<file path="config.mk">
export PLATFORM = sky130hd
export DESIGN_NAME = wb_arbiter_flat
export DESIGN_NICKNAME = d
export VERILOG_FILES = /design/src/rtl/wb_arbiter_if.sv /design/src/rtl/wb_arbiter.sv /design/src/flat_wrapper.sv
export SDC_FILE = /design/constraint.sdc
export NUM_CORES = 1
export LEC_CHECK = 0
export CORE_UTILIZATION = 40
export CTS_CLUSTER_DIAMETER = 120
export DETAILED_ROUTE_END_ITERATION = 12
export DONT_BUFFER_PORTS = 1
export HOLD_SLACK_MARGIN = 0.08
export PLACE_DENSITY = 0.6
export SETUP_SLACK_MARGIN = 0.15
export SLEW_MARGIN = 10
export SYNTH_ARGS = -nofsm -noshare
export SYNTH_HDL_FRONTEND = slang
export SYNTH_SLANG_ARGS = --single-unit
</file>
<file path="constraint.sdc">
create_clock -name clk -period 7.3 [get_ports clk]
set_clock_uncertainty 0.05 [all_clocks]
set_input_delay 1.825 -clock clk [delete_from_list [all_inputs] [get_ports clk]]
set_output_delay 1.825 -clock clk [all_outputs]
set_load 0.03 [all_outputs]
</file>
<file path="src/rtl/wb_arbiter_if.sv">
// Bundle of writeback-arbiter signals: pipeline and divider writeback sources,
// decode-stage scoreboard query, and the register-file write port.
interface wb_arbiter_if;
    localparam int unsigned REG_W  = 5;
    localparam int unsigned DATA_W = 32;

    logic              pipe_wr_v;
    logic [REG_W-1:0]  pipe_rd;
    logic [DATA_W-1:0] pipe_wr_data;

    logic              div_done;
    logic              div_ready;
    logic [REG_W-1:0]  div_rd;
    logic [DATA_W-1:0] div_data;

    logic [REG_W-1:0]  iss_rs1;
    logic [REG_W-1:0]  iss_rs2;
    logic [REG_W-1:0]  iss_rd;
    logic              iss_rs1_v;
    logic              iss_rs2_v;
    logic              iss_rd_v;
    logic              iss_div;
    logic              stall_sb;

    logic              pipe_hold;

    logic              rf_we;
    logic [REG_W-1:0]  rf_waddr;
    logic [DATA_W-1:0] rf_wdata;

    // Pipeline/decode/divider side
    modport master (
        output pipe_wr_v, pipe_rd, pipe_wr_data,
        output div_done, div_rd, div_data,
        output iss_rs1, iss_rs2, iss_rd, iss_rs1_v, iss_rs2_v, iss_rd_v, iss_div,
        input  div_ready, stall_sb, pipe_hold, rf_we, rf_waddr, rf_wdata
    );

    // Arbiter side
    modport slave (
        input  pipe_wr_v, pipe_rd, pipe_wr_data,
        input  div_done, div_rd, div_data,
        input  iss_rs1, iss_rs2, iss_rd, iss_rs1_v, iss_rs2_v, iss_rd_v, iss_div,
        output div_ready, stall_sb, pipe_hold, rf_we, rf_waddr, rf_wdata
    );
endinterface

</file>
<file path="src/rtl/wb_arbiter.sv">
// Register-file writeback arbiter: pipeline has priority, divider result waits in a
// one-entry buffer; pending-divide scoreboard stalls decode. WB_STARVE_GUARD_EN adds pipe_hold.
module wb_arbiter (
    input  logic         clk,
    input  logic         reset,
    wb_arbiter_if.slave  bus
);
    localparam int unsigned REG_W  = 5;
    localparam int unsigned DATA_W = 32;
    localparam int unsigned NREGS  = 32;

    logic              buf_valid_q, buf_valid_d;
    logic [REG_W-1:0]  buf_rd_q,    buf_rd_d;
    logic [DATA_W-1:0] buf_data_q,  buf_data_d;
    logic              rf_we_q,     rf_we_d;
    logic [REG_W-1:0]  rf_waddr_q,  rf_waddr_d;
    logic [DATA_W-1:0] rf_wdata_q,  rf_wdata_d;
    logic [NREGS-1:0]  pending_q,   pending_d;

    logic capture;
    logic drain;
    logic stall_c;
    logic issue_set;

    assign capture   = bus.div_done & ~buf_valid_q;
    assign drain     = buf_valid_q & ~bus.pipe_wr_v;
    assign stall_c   = (bus.iss_rs1_v & pending_q[bus.iss_rs1])
                     | (bus.iss_rs2_v & pending_q[bus.iss_rs2])
                     | (bus.iss_rd_v  & pending_q[bus.iss_rd]);
    assign issue_set = bus.iss_div & bus.iss_rd_v & ~stall_c & (bus.iss_rd != '0);

    always_ff @(posedge clk or posedge reset) begin
        if (reset) begin
            buf_valid_q <= 1'b0;
            buf_rd_q    <= '0;
            buf_data_q  <= '0;
            rf_we_q     <= 1'b0;
            rf_waddr_q  <= '0;
            rf_wdata_q  <= '0;
            pending_q   <= '0;
        end else begin
            buf_valid_q <= buf_valid_d;
            buf_rd_q    <= buf_rd_d;
            buf_data_q  <= buf_data_d;
            rf_we_q     <= rf_we_d;
            rf_waddr_q  <= rf_waddr_d;
            rf_wdata_q  <= rf_wdata_d;
            pending_q   <= pending_d;
        end
    end

    always_comb begin
        buf_valid_d = buf_valid_q;
        buf_rd_d    = buf_rd_q;
        buf_data_d  = buf_data_q;
        rf_we_d     = 1'b0;
        rf_waddr_d  = rf_waddr_q;
        rf_wdata_d  = rf_wdata_q;
        pending_d   = pending_q;

        // Pipeline wins the write port; writes to x0 are dropped but still consume the slot
        if (bus.pipe_wr_v) begin
            rf_we_d    = (bus.pipe_rd != '0);
            rf_waddr_d = bus.pipe_rd;
            rf_wdata_d = bus.pipe_wr_data;
        end else if (buf_valid_q) begin
            rf_we_d    = (buf_rd_q != '0);
            rf_waddr_d = buf_rd_q;
            rf_wdata_d = buf_data_q;
        end

        if (drain) begin
            buf_valid_d          = 1'b0;
            pending_d[buf_rd_q]  = 1'b0;
        end
        if (capture) begin
            buf_valid_d = 1'b1;
            buf_rd_d    = bus.div_rd;
            buf_data_d  = bus.div_data;
        end

        // A new issue to the same register overrides a same-edge clear
        if (issue_set) begin
            pending_d[bus.iss_rd] = 1'b1;
        end
        pending_d[0] = 1'b0;
    end

`ifdef WB_STARVE_GUARD_EN
    logic [1:0] starve_q, starve_d;
    logic       pipe_hold_q, pipe_hold_d;

    always_ff @(posedge clk or posedge reset) begin
        if (reset) begin
            starve_q    <= 2'd0;
            pipe_hold_q <= 1'b0;
        end else begin
            starve_q    <= starve_d;
            pipe_hold_q <= pipe_hold_d;
        end
    end

    // Count cycles the buffered result loses to the pipeline; saturate and request a bubble
    always_comb begin
        starve_d    = starve_q;
        pipe_hold_d = pipe_hold_q;
        if (drain) begin
            starve_d    = 2'd0;
            pipe_hold_d = 1'b0;
        end else if (buf_valid_q && bus.pipe_wr_v) begin
            if (starve_q != 2'd3) begin
                starve_d = starve_q + 2'd1;
            end
            if (starve_d == 2'd3) begin
                pipe_hold_d = 1'b1;
            end
        end
    end

    assign bus.pipe_hold = pipe_hold_q;
`else
    assign bus.pipe_hold = 1'b0;
`endif

    assign bus.div_ready = ~buf_valid_q;
    assign bus.stall_sb  = stall_c;
    assign bus.rf_we     = rf_we_q;
    assign bus.rf_waddr  = rf_waddr_q;
    assign bus.rf_wdata  = rf_wdata_q;
endmodule
</file>
<file path="src/flat_wrapper.sv">
// flat-port wrapper written by rule: the top's interface ports become plain ports
module wb_arbiter_flat 
  (clk, reset, bus_pipe_wr_v, bus_pipe_rd, bus_pipe_wr_data, bus_div_done, bus_div_rd, bus_div_data, bus_iss_rs1, bus_iss_rs2, bus_iss_rd, bus_iss_rs1_v, bus_iss_rs2_v, bus_iss_rd_v, bus_iss_div, bus_div_ready, bus_stall_sb, bus_pipe_hold, bus_rf_we, bus_rf_waddr, bus_rf_wdata);
  wb_arbiter_if bus_i ();
  input  logic clk;
  input  logic reset;
  input wire logic [$bits(bus_i.pipe_wr_v)-1:0] bus_pipe_wr_v;
  input wire logic [$bits(bus_i.pipe_rd)-1:0] bus_pipe_rd;
  input wire logic [$bits(bus_i.pipe_wr_data)-1:0] bus_pipe_wr_data;
  input wire logic [$bits(bus_i.div_done)-1:0] bus_div_done;
  input wire logic [$bits(bus_i.div_rd)-1:0] bus_div_rd;
  input wire logic [$bits(bus_i.div_data)-1:0] bus_div_data;
  input wire logic [$bits(bus_i.iss_rs1)-1:0] bus_iss_rs1;
  input wire logic [$bits(bus_i.iss_rs2)-1:0] bus_iss_rs2;
  input wire logic [$bits(bus_i.iss_rd)-1:0] bus_iss_rd;
  input wire logic [$bits(bus_i.iss_rs1_v)-1:0] bus_iss_rs1_v;
  input wire logic [$bits(bus_i.iss_rs2_v)-1:0] bus_iss_rs2_v;
  input wire logic [$bits(bus_i.iss_rd_v)-1:0] bus_iss_rd_v;
  input wire logic [$bits(bus_i.iss_div)-1:0] bus_iss_div;
  output wire logic [$bits(bus_i.div_ready)-1:0] bus_div_ready;
  output wire logic [$bits(bus_i.stall_sb)-1:0] bus_stall_sb;
  output wire logic [$bits(bus_i.pipe_hold)-1:0] bus_pipe_hold;
  output wire logic [$bits(bus_i.rf_we)-1:0] bus_rf_we;
  output wire logic [$bits(bus_i.rf_waddr)-1:0] bus_rf_waddr;
  output wire logic [$bits(bus_i.rf_wdata)-1:0] bus_rf_wdata;
  assign bus_i.pipe_wr_v = bus_pipe_wr_v;
  assign bus_i.pipe_rd = bus_pipe_rd;
  assign bus_i.pipe_wr_data = bus_pipe_wr_data;
  assign bus_i.div_done = bus_div_done;
  assign bus_i.div_rd = bus_div_rd;
  assign bus_i.div_data = bus_div_data;
  assign bus_i.iss_rs1 = bus_iss_rs1;
  assign bus_i.iss_rs2 = bus_iss_rs2;
  assign bus_i.iss_rd = bus_iss_rd;
  assign bus_i.iss_rs1_v = bus_iss_rs1_v;
  assign bus_i.iss_rs2_v = bus_iss_rs2_v;
  assign bus_i.iss_rd_v = bus_iss_rd_v;
  assign bus_i.iss_div = bus_iss_div;
  assign bus_div_ready = bus_i.div_ready;
  assign bus_stall_sb = bus_i.stall_sb;
  assign bus_pipe_hold = bus_i.pipe_hold;
  assign bus_rf_we = bus_i.rf_we;
  assign bus_rf_waddr = bus_i.rf_waddr;
  assign bus_rf_wdata = bus_i.rf_wdata;
  wb_arbiter u_core (.clk(clk), .reset(reset), .bus(bus_i));
endmodule
</file>
# Word-level counts from Yosys, hierarchy flattened
# Cells that the tools add are included.
dict set report op_classes {
  n_eq_ne 0
  n_bitwise 16
  addsub 0
  n_lt_le_gt_ge 6
  mux 20
  mul 0
  div 0
  n_reduce_logical 7
  shift 0
}
# op n
set op_table {}
lappend op_table {{$mux W32} 4}
lappend op_table {{$and A32 B32 Y32} 1}
lappend op_table {{$not A32 Y32} 1}
lappend op_table {{$or A32 B32 Y32} 1}
lappend op_table {{$lt A5 B6 Y1 const B} 4}
lappend op_table {{$bmux W1 S5} 3}
lappend op_table {{$reduce_bool A5 Y1} 3}
lappend op_table {{$demux W1 S5} 2}
lappend op_table {{$ge A5 B1 Y1 const B} 2}
lappend op_table {{$mux W5} 2}
lappend op_table {{$mux W1} 9}
lappend op_table {{$and A1 B1 Y1} 8}
lappend op_table {{$reduce_bool A2 Y1} 2}
lappend op_table {{$not A1 Y1} 3}
lappend op_table {{$logic_and A1 B1 Y1} 2}
lappend op_table {{$or A1 B1 Y1} 2}
dict set report word_totals {
  wordCells 56
  inputBits 97
  romBits 0
  output_inout_bits 41
  ram_bits 0
  latch_bits 0
  register_bits 107
  n_memories 0
}

# Longest topological paths before layout
# Gate-level depths: netlist of the first run.
dict set report logic_depth {
  word_depth 9
  depth_mapped 9
  depth_no_buf 6
}

# Worst setup path before layout of the first run
# OpenSTA, ideal clock, no wires.
dict set report synth_timing {
  path_kind {input -> output}
  startpoint {input bus_iss_rd[0]}
  endpoint {output bus_stall_sb}
  path_buffers 3
  cell_stages 8
  required_time_ns 5.425
  setup_slack_ns 1.599
  t_arrival_ns 3.826
  cell_sequence {buf_6 mux4_1 nor2b_1 or3_1 or4_1 clkbuf_2 buf_6 a21o_1}
}
dict set report synth_between {
  elab_chain_len 4
}
# item line_no
set synth_rtl {}
lappend synth_rtl {{start, declared} flat_wrapper.sv:15} ;# input wire logic [$bits(bus_i.iss_rd)-1:0] bus_iss_rd;
lappend synth_rtl {{$bmux W1 S5} wb_arbiter.sv:29} ;# | (bus.iss_rd_v & pending_q[bus.iss_rd]);
lappend synth_rtl {{$mux W1 (not written as such)} wb_arbiter.sv:29}
lappend synth_rtl {{$and A1 B1 Y1} wb_arbiter.sv:29}
lappend synth_rtl {{$or A1 B1 Y1} wb_arbiter.sv:29}
lappend synth_rtl {{end, declared} flat_wrapper.sv:21} ;# output wire logic [$bits(bus_i.stall_sb)-1:0] bus_stall_sb;
# No other way between the ends. The select of a mux whose other input is x is not followed.

# Worst setup path after layout of the first run
# Same ends and word-level chain as after synthesis.

==> metrics.txt, run 1 <==
maximum clock frequency 182.9 MHz; starting density of the core 40.90%; Slew Limit Headroom 25.95%; Via density 6.071; Clock Tree Buf Depth 2; flop-to-flop setup slack 4.56 ns; critical path type input port to output port; I/O Buffers 0; hold path cells 1; Clock transition at path regs 0.07 ns; min-delay src u_core.buf_data_q[0]; post-synth top area share 49.43%; hold_ws 0.4574 ns; Pre-Repair DR Iteration Count 4; FF-to-FF path depth 7; Max Slew Vio Count 0; DRT Wirelength 13.50 mm; Yosys reg bits 107; total CTS buffers 9; dpl hpwl 9.332 mm; CP Capture Type output port; TritonCTS clock tree yes; Mapped Area 5416 sq um; worst hold endpoint u_core.buf_data_q[0]; required time of the worst setup path 5.43 ns; share of post-route cells with drive strength above 1 18.30%; pin count of the biggest net entering global routing 80; Final Setup Violations 0; area grow syn2layout 7.092%; status finished clean; Hold/Removal Path Class flip-flop to flip-flop; Max rail drop VDD 0.0001534 V; Arr. time, crit path 3.59 ns; Die X 118.4 microns; RePlAce Congestion 0.8947; Die ar. 14,010 sq um; power per cell area 294.9 nW/um^2; Worst Path Max Fanout 12; leakage power 2.410 nW; CTS resizes 0; Post-DRT Antenna Nets 0; vias in the first global route 3,974; Yosys warnings 0; worst reg2reg path startpoint u_core.pending_q[25]; area leader, netlist dfrtp_1; Rows 42; Synth Area per Inst 11.67 sq um; CP Launch Type input port; vias post-DR 3,788; Async S/R FF share, synth 100.0%; Final period util 74.88%; Clock Latency Late Sink 0.35 ns; H-Tree Depth 3; Cell variety after synth 37; initial antenna violation count 0; worst r2r dst u_core.pending_q[23]; clk root buf clkbuf_16; RSZ-0062 raised after global routing false; Residual DRC 0; top_reg_cell synth dfrtp_1; fill count 1,277; IO Count 138; hold buffer count at CTS 0; Synthesized Nets 561; Final #Nets 540; Setup Buffers After CTS 0; synth top area cells dfrtp_1, mux2_2, mux2i_1; number of enable flip-flop cells after synthesis 0; Iteration-0 DRC Markers 242; slew at the pin closest to its max-slew limit 1.108 ns; Core Area 13,240 sq um; Max Cap Viol 0; total grt overflow 0; total negative slack 0 ns; n_diodes 0; first-pass GRT wire length 22.02 mm; CTS Sinks 107; final hold vios 0; min Tclk post-route 5.466 ns; WL/cell 21.63 microns; cells after synthesis 464; Die Y-Extent 118.4 microns; sequential fraction of the synthesis area 49.43%; All-Layer GR Usage 20.49%
[stage by stage]
stage	instance area [sq um]	util (%)	cells	worst slack, ns	total power, mW
after global routing	5801	43.80	624	1.757	1.804
after CTS	5801	43.80	624	1.835	1.725
after floorplan	5416	-	464	1.599	1.169
after global placement	5514	41.64	608	1.827	1.234
after detailed placement	5514	41.64	608	1.840	1.253
final	5801	43.80	624	1.834	1.710
[flip-flops by register name, summed over array words and instances, names as in the netlist]
| register | cells |
|---|---|
| u_core.bus.rf_waddr | 5 |
| u_core.pending_q | 31 |
| u_core.buf_rd_q | 5 |
| u_core.buf_valid_q | 1 |
| u_core.bus.rf_wdata | 32 |
| u_core.bus.rf_we | 1 |
| u_core.buf_data_q | 32 |
[placed cells by master (no fill, tap or decap), drive strengths merged, types with 2 or more instances in the layout]
master and n:
o21ai 72, buf 4, mux4 19, or3b 3, clkinv 4, a22oi 2, mux2 42, a221oi 2
nand4 2, dfrtp 107, nand3b 7, clkbuf 10, or3 3, nor2 9, inv 9, o22ai 2
o41ai 31, nor2b 10, or4 2, nand3 8, mux2i 43, nand2 46, a21o 2
[cells by family (layout without fill, tap and decap cells)]
kind of cell    count (synthesis)  count (layout)  share of synthesized area [%]
simple gates                   94              94                          8.524
compound gates                115             115                          13.33
buf+inv                        43              27                          3.650
other cells                     1               1                        0.06923
mux                           104             104                          24.99
flops                         107             107                          49.43
[synthesized netlist by cell type (3+ instances only)]
cell,instances
o21ai_0,72
nand3b_1,7
o41ai_1,31
nor2_1,9
nand3_1,8
nor2b_1,10
dfrtp_1,107
nand2_1,46
mux2i_1,43
clkbuf_1,24
buf_6,4
buf_1,5
mux4_2,13
mux4_1,6
mux2_2,42
inv_1,6
or3_1,3
or3b_2,3
[metal layers]
layer / part of all wire [%] / track usage (%) / vias up / wire length, microns
li1: - / - / 1696 / -
met1: 41 / 25.46 / 1896 / 5506
met2: 47 / 32.10 / 168 / 6342
met3: 9.6 / 7.674 / 28 / 1290
met4: 2.7 / 8.413 / 0 / 359
met5: 0 / 0 / - / 0
[cell type report]
type                       count  area (sq um)  share of cell area [%]
sequential                   107          2679                   46.18
tap                          176         220.2                   3.796
inverter                       7         28.78                  0.4961
timing repair buffer           4         30.03                  0.5177
multi-input combinational    314          2556                   44.07
clock inverter                 6         47.55                  0.8197
clock buffer                  10         239.0                   4.120
[report_power, final]
part / internal (mW) / total [mW] / leakage, nW / switching, mW
Combinational: 0.185 / 0.351 / 0.955 / 0.166
Clock: 0.245 / 0.469 / 0.145 / 0.224
Sequential: 0.714 / 0.891 / 1.31 / 0.177
[worst max-delay path, stage by stage]
cell	delay [ns]
mux4_1	0.52
inv_1	0.07
o22ai_1	0.07
or3_1	0.36
or4_1	0.44
a21o_1	0.31
[how the worst max path moves through the flow]
stage                        from           end  cells past startpoint
CTS                 bus_iss_rd[0]  bus_stall_sb                      6
finish              bus_iss_rd[0]  bus_stall_sb                      6
floorplan           bus_iss_rd[0]  bus_stall_sb                      8
detailed placement  bus_iss_rd[0]  bus_stall_sb                      6
global route        bus_iss_rd[0]  bus_stall_sb                      6
global placement    bus_iss_rd[0]  bus_stall_sb                      6
Power figures use the tool's default switching activity.
==> run 2: changes to the inputs <==
--- a/config.mk
+++ b/config.mk
@@ -10,7 +10,7 @@
 export DETAILED_ROUTE_END_ITERATION = 12
 export DONT_BUFFER_PORTS = 1
 export HOLD_SLACK_MARGIN = 0.08
-export PLACE_DENSITY = 0.6
+export PLACE_DENSITY = 0.62
 export SETUP_SLACK_MARGIN = 0.15
 export SLEW_MARGIN = 10
 export SYNTH_ARGS = -nofsm -noshare
==> constraint.sdc (replaced) <==
create_clock -name clk -period 4.5 [get_ports clk]
set_clock_uncertainty 0.05 [all_clocks]
set_input_delay 1.125 -clock clk [delete_from_list [all_inputs] [get_ports clk]]
set_output_delay 1.125 -clock clk [all_outputs]
set_load 0.03 [all_outputs]
==> metrics.txt, run 2 (synthesized netlist as in run 1, its figures left out) <==
status finished clean (unchanged); leading cell types in the layout, fill and taps excluded dfrtp_1, o21ai_0, nand2_1, mux2i_1, mux2_2 (unchanged); hold buffer count at CTS 0 (unchanged); commonest non-fill, non-tap cell in the layout dfrtp_1 (unchanged); Pre-Repair DR Iteration Count 4 (unchanged); Util after Layout 44.05% (was 43.80%); Critical-path top delay cell mux4_1 (unchanged); n_diodes 0 (unchanged); Rows 42 (unchanged); Setup Buffers After CTS 0 (unchanged); H-Tree Depth 3 (unchanged); area grow syn2layout 7.692% (was 7.092%); clock power share 29.1% (was 27.4%); required time of the worst setup path 3.32 ns (was 5.43 ns); total grt overflow 0 (unchanged); Sequential Power Share 51.3% (was 52.1%); min Tclk post-route 4.093 ns; Max Cap Viol 0 (unchanged); WL/cell 21.43 microns (was 21.63 microns); first-pass GRT wire length 21.74 mm (was 22.02 mm); CP Capture Type output port (unchanged); IO Count 138 (unchanged); DRT Wirelength 13.39 mm (was 13.50 mm); initial antenna violation count 0 (unchanged); fin worst setup slack 0.4074 ns (was 1.834 ns); Top delay family on crit path simple AND/OR/NAND/NOR gates (unchanged); Via density 6.186 (was 6.071); power per cell area 486.2 nW/um^2 (was 294.9 nW/um^2); critical path cell sequence mux4_1 > inv_1 > o22ai_1 > or3_1 > or4_1 > a21o_1 (unchanged); clk root buf clkbuf_16 (unchanged); Post-DRT Antenna Nets 0 (unchanged); Worst Path Max Fanout 12 (unchanged); internal power 1.915 mW (was 1.144 mW); Final #Nets 541 (was 540); Gate power share 19.7% (was 20.5%); starting density of the core 40.90% (unchanged); CTS resizes 0 (unchanged); Slew Limit Headroom 22.75% (was 25.95%); grt met3 use 8.591% (was 7.674%); slew at the pin closest to its max-slew limit 1.156 ns (was 1.108 ns); pin count of the biggest net entering global routing 80 (unchanged); Clock Latency Late Sink 0.35 ns (about the same); CTS Sinks 107 (unchanged); Final Setup Violations 0 (unchanged); Hold/Removal Path Class flip-flop to flip-flop (unchanged); dpl hpwl 9.199 mm (was 9.332 mm); P_sw 921.2 uW (was 566.7 uW); M1 GR Usage 24.40% (was 25.46%); total CTS buffers 9 (unchanged); TritonCTS clock tree yes (unchanged); Die Y-Extent 118.4 microns (unchanged); Sw Share 32.48% (was 33.13%); Core Area 13,240 sq um (unchanged); final hold vios 0 (unchanged); Clock transition at path regs 0.07 ns (about the same); Max Slew Vio Count 0 (unchanged); Final period util 90.95%; Clock Tree Buf Depth 2 (unchanged); maximum clock frequency 244.3 MHz; fill count 1,275 (was 1,277); Max rail drop VDD 0.0003218 V (was 0.0001534 V); total negative slack 0 ns (unchanged); RePlAce Congestion 0.9195 (was 0.8947); Place WS 0.4144 ns (was 1.840 ns); Arr. time, crit path 2.92 ns (was 3.59 ns); critical path type input port to output port (unchanged); leakage power 2.420 nW (was 2.410 nW); I/O Buffers 0 (unchanged); slowest stage delay, CP 0.51 ns (was 0.52 ns); vias in the first global route 3,994 (was 3,974); Iteration-0 DRC Markers 265 (was 242); RSZ-0062 raised after global routing false (unchanged); Die X 118.4 microns (unchanged); GR Util met2 31.76% (was 32.10%); GR peak layer met2 (unchanged); share of post-route cells with drive strength above 1 18.26% (was 18.30%); vias post-DR 3,866 (was 3,788); Die ar. 14,010 sq um (unchanged); Buf+Inv Stages, Crit Path 1 (unchanged); CP Launch Type input port (unchanged); Residual DRC 0 (unchanged); All-Layer GR Usage 20.06% (was 20.49%)
==> run 2: cell count changes in the layout (fill, tap and decap cells not counted) <==
| cell | delta |
|---|---|
| clkinv_2 | -2 |
| buf_4 | +1 |
| bufinv_16 | +1 |
| clkbuf_1 | +1 |
| clkinv_4 | -1 |
| clkinvlp_4 | +1 |
| inv_6 | -1 |
| inv_8 | +1 |
==> run 2: through the flow <==
| step | hold WS [ns] | instances | power, mW | instance area [sq um] |
|---|---|---|---|---|
| 2_1_floorplan | 0.4305 | 464 | 1.896 | 5416 |
| 3_3_place_gp | 0.4391 | 609 | 1.996 | 5522 |
| 3_5_place_dp | 0.4453 | 609 | 2.030 | 5522 |
| 4_1_cts | 0.4622 | 625 | 2.862 | 5833 |
| 5_1_grt | 0.4771 | 625 | 2.982 | 5833 |
| 6_report | 0.4577 | 625 | 2.836 | 5833 |
==> run 2: path summary, 6_finish.rpt <==
kind | start | end | slack [ns] | cells past startpoint
worst max-delay path | bus_iss_rd[0] | bus_stall_sb | 0.41 | 6
worst min-delay path | u_core.buf_data_q[3] | u_core.buf_data_q[3] | 0.46 | 1
worst max register to register | u_core.pending_q[13] | u_core.pending_q[27] | 1.75 | 6
worst min register to register | u_core.buf_data_q[3] | u_core.buf_data_q[3] | 0.46 | 1
max in group asynchronous | reset | u_core.bus.rf_wdata[11] | 2.75 | 2
min in group asynchronous | reset | u_core.pending_q[9] | 0.82 | 1
==> run 2: power by group through the flow <==
stage	clock network [mW]	registers (mW)	logic, mW
detailed placement	0	1.47	0.561
floorplan	0	1.37	0.521
global placement	0	1.46	0.538
finish	0.824	1.45	0.558
CTS	0.848	1.45	0.561
global route	0.885	1.48	0.614
==> run 2: worst reg2reg max path, delay by kind of cell (launching register included) <==
| kind | cells | cell delay (ns) |
|---|---|---|
| AO/OA/AOI/OAI | 1 | 0.42 |
| buffers and inverters | 1 | 0.27 |
| flip-flops | 1 | 0.43 |
| multiplexers | 1 | 0.51 |
| AND/OR/NAND/NOR | 3 | 0.95 |
==> run 2: final cells by class <==
type | count | area [sq um] | area share, %
Inverter | 7 | 28.78 | 0.4934
Sequential cell | 107 | 2679 | 45.92
Tap cell | 176 | 220.2 | 3.775
Clock inverter | 5 | 68.82 | 1.180
Timing Repair Buffer | 5 | 37.54 | 0.6435
Clock buffer | 11 | 242.7 | 4.161
Multi-Input combinational cell | 314 | 2556 | 43.82
==> run 2: per-layer routing <==
layer  vias up  part of all wire (%)
li1       1705                     -
met1      1948                    40
met2       192                    48
met3        21                    10
met4         0                   2.0
met5         -                     0
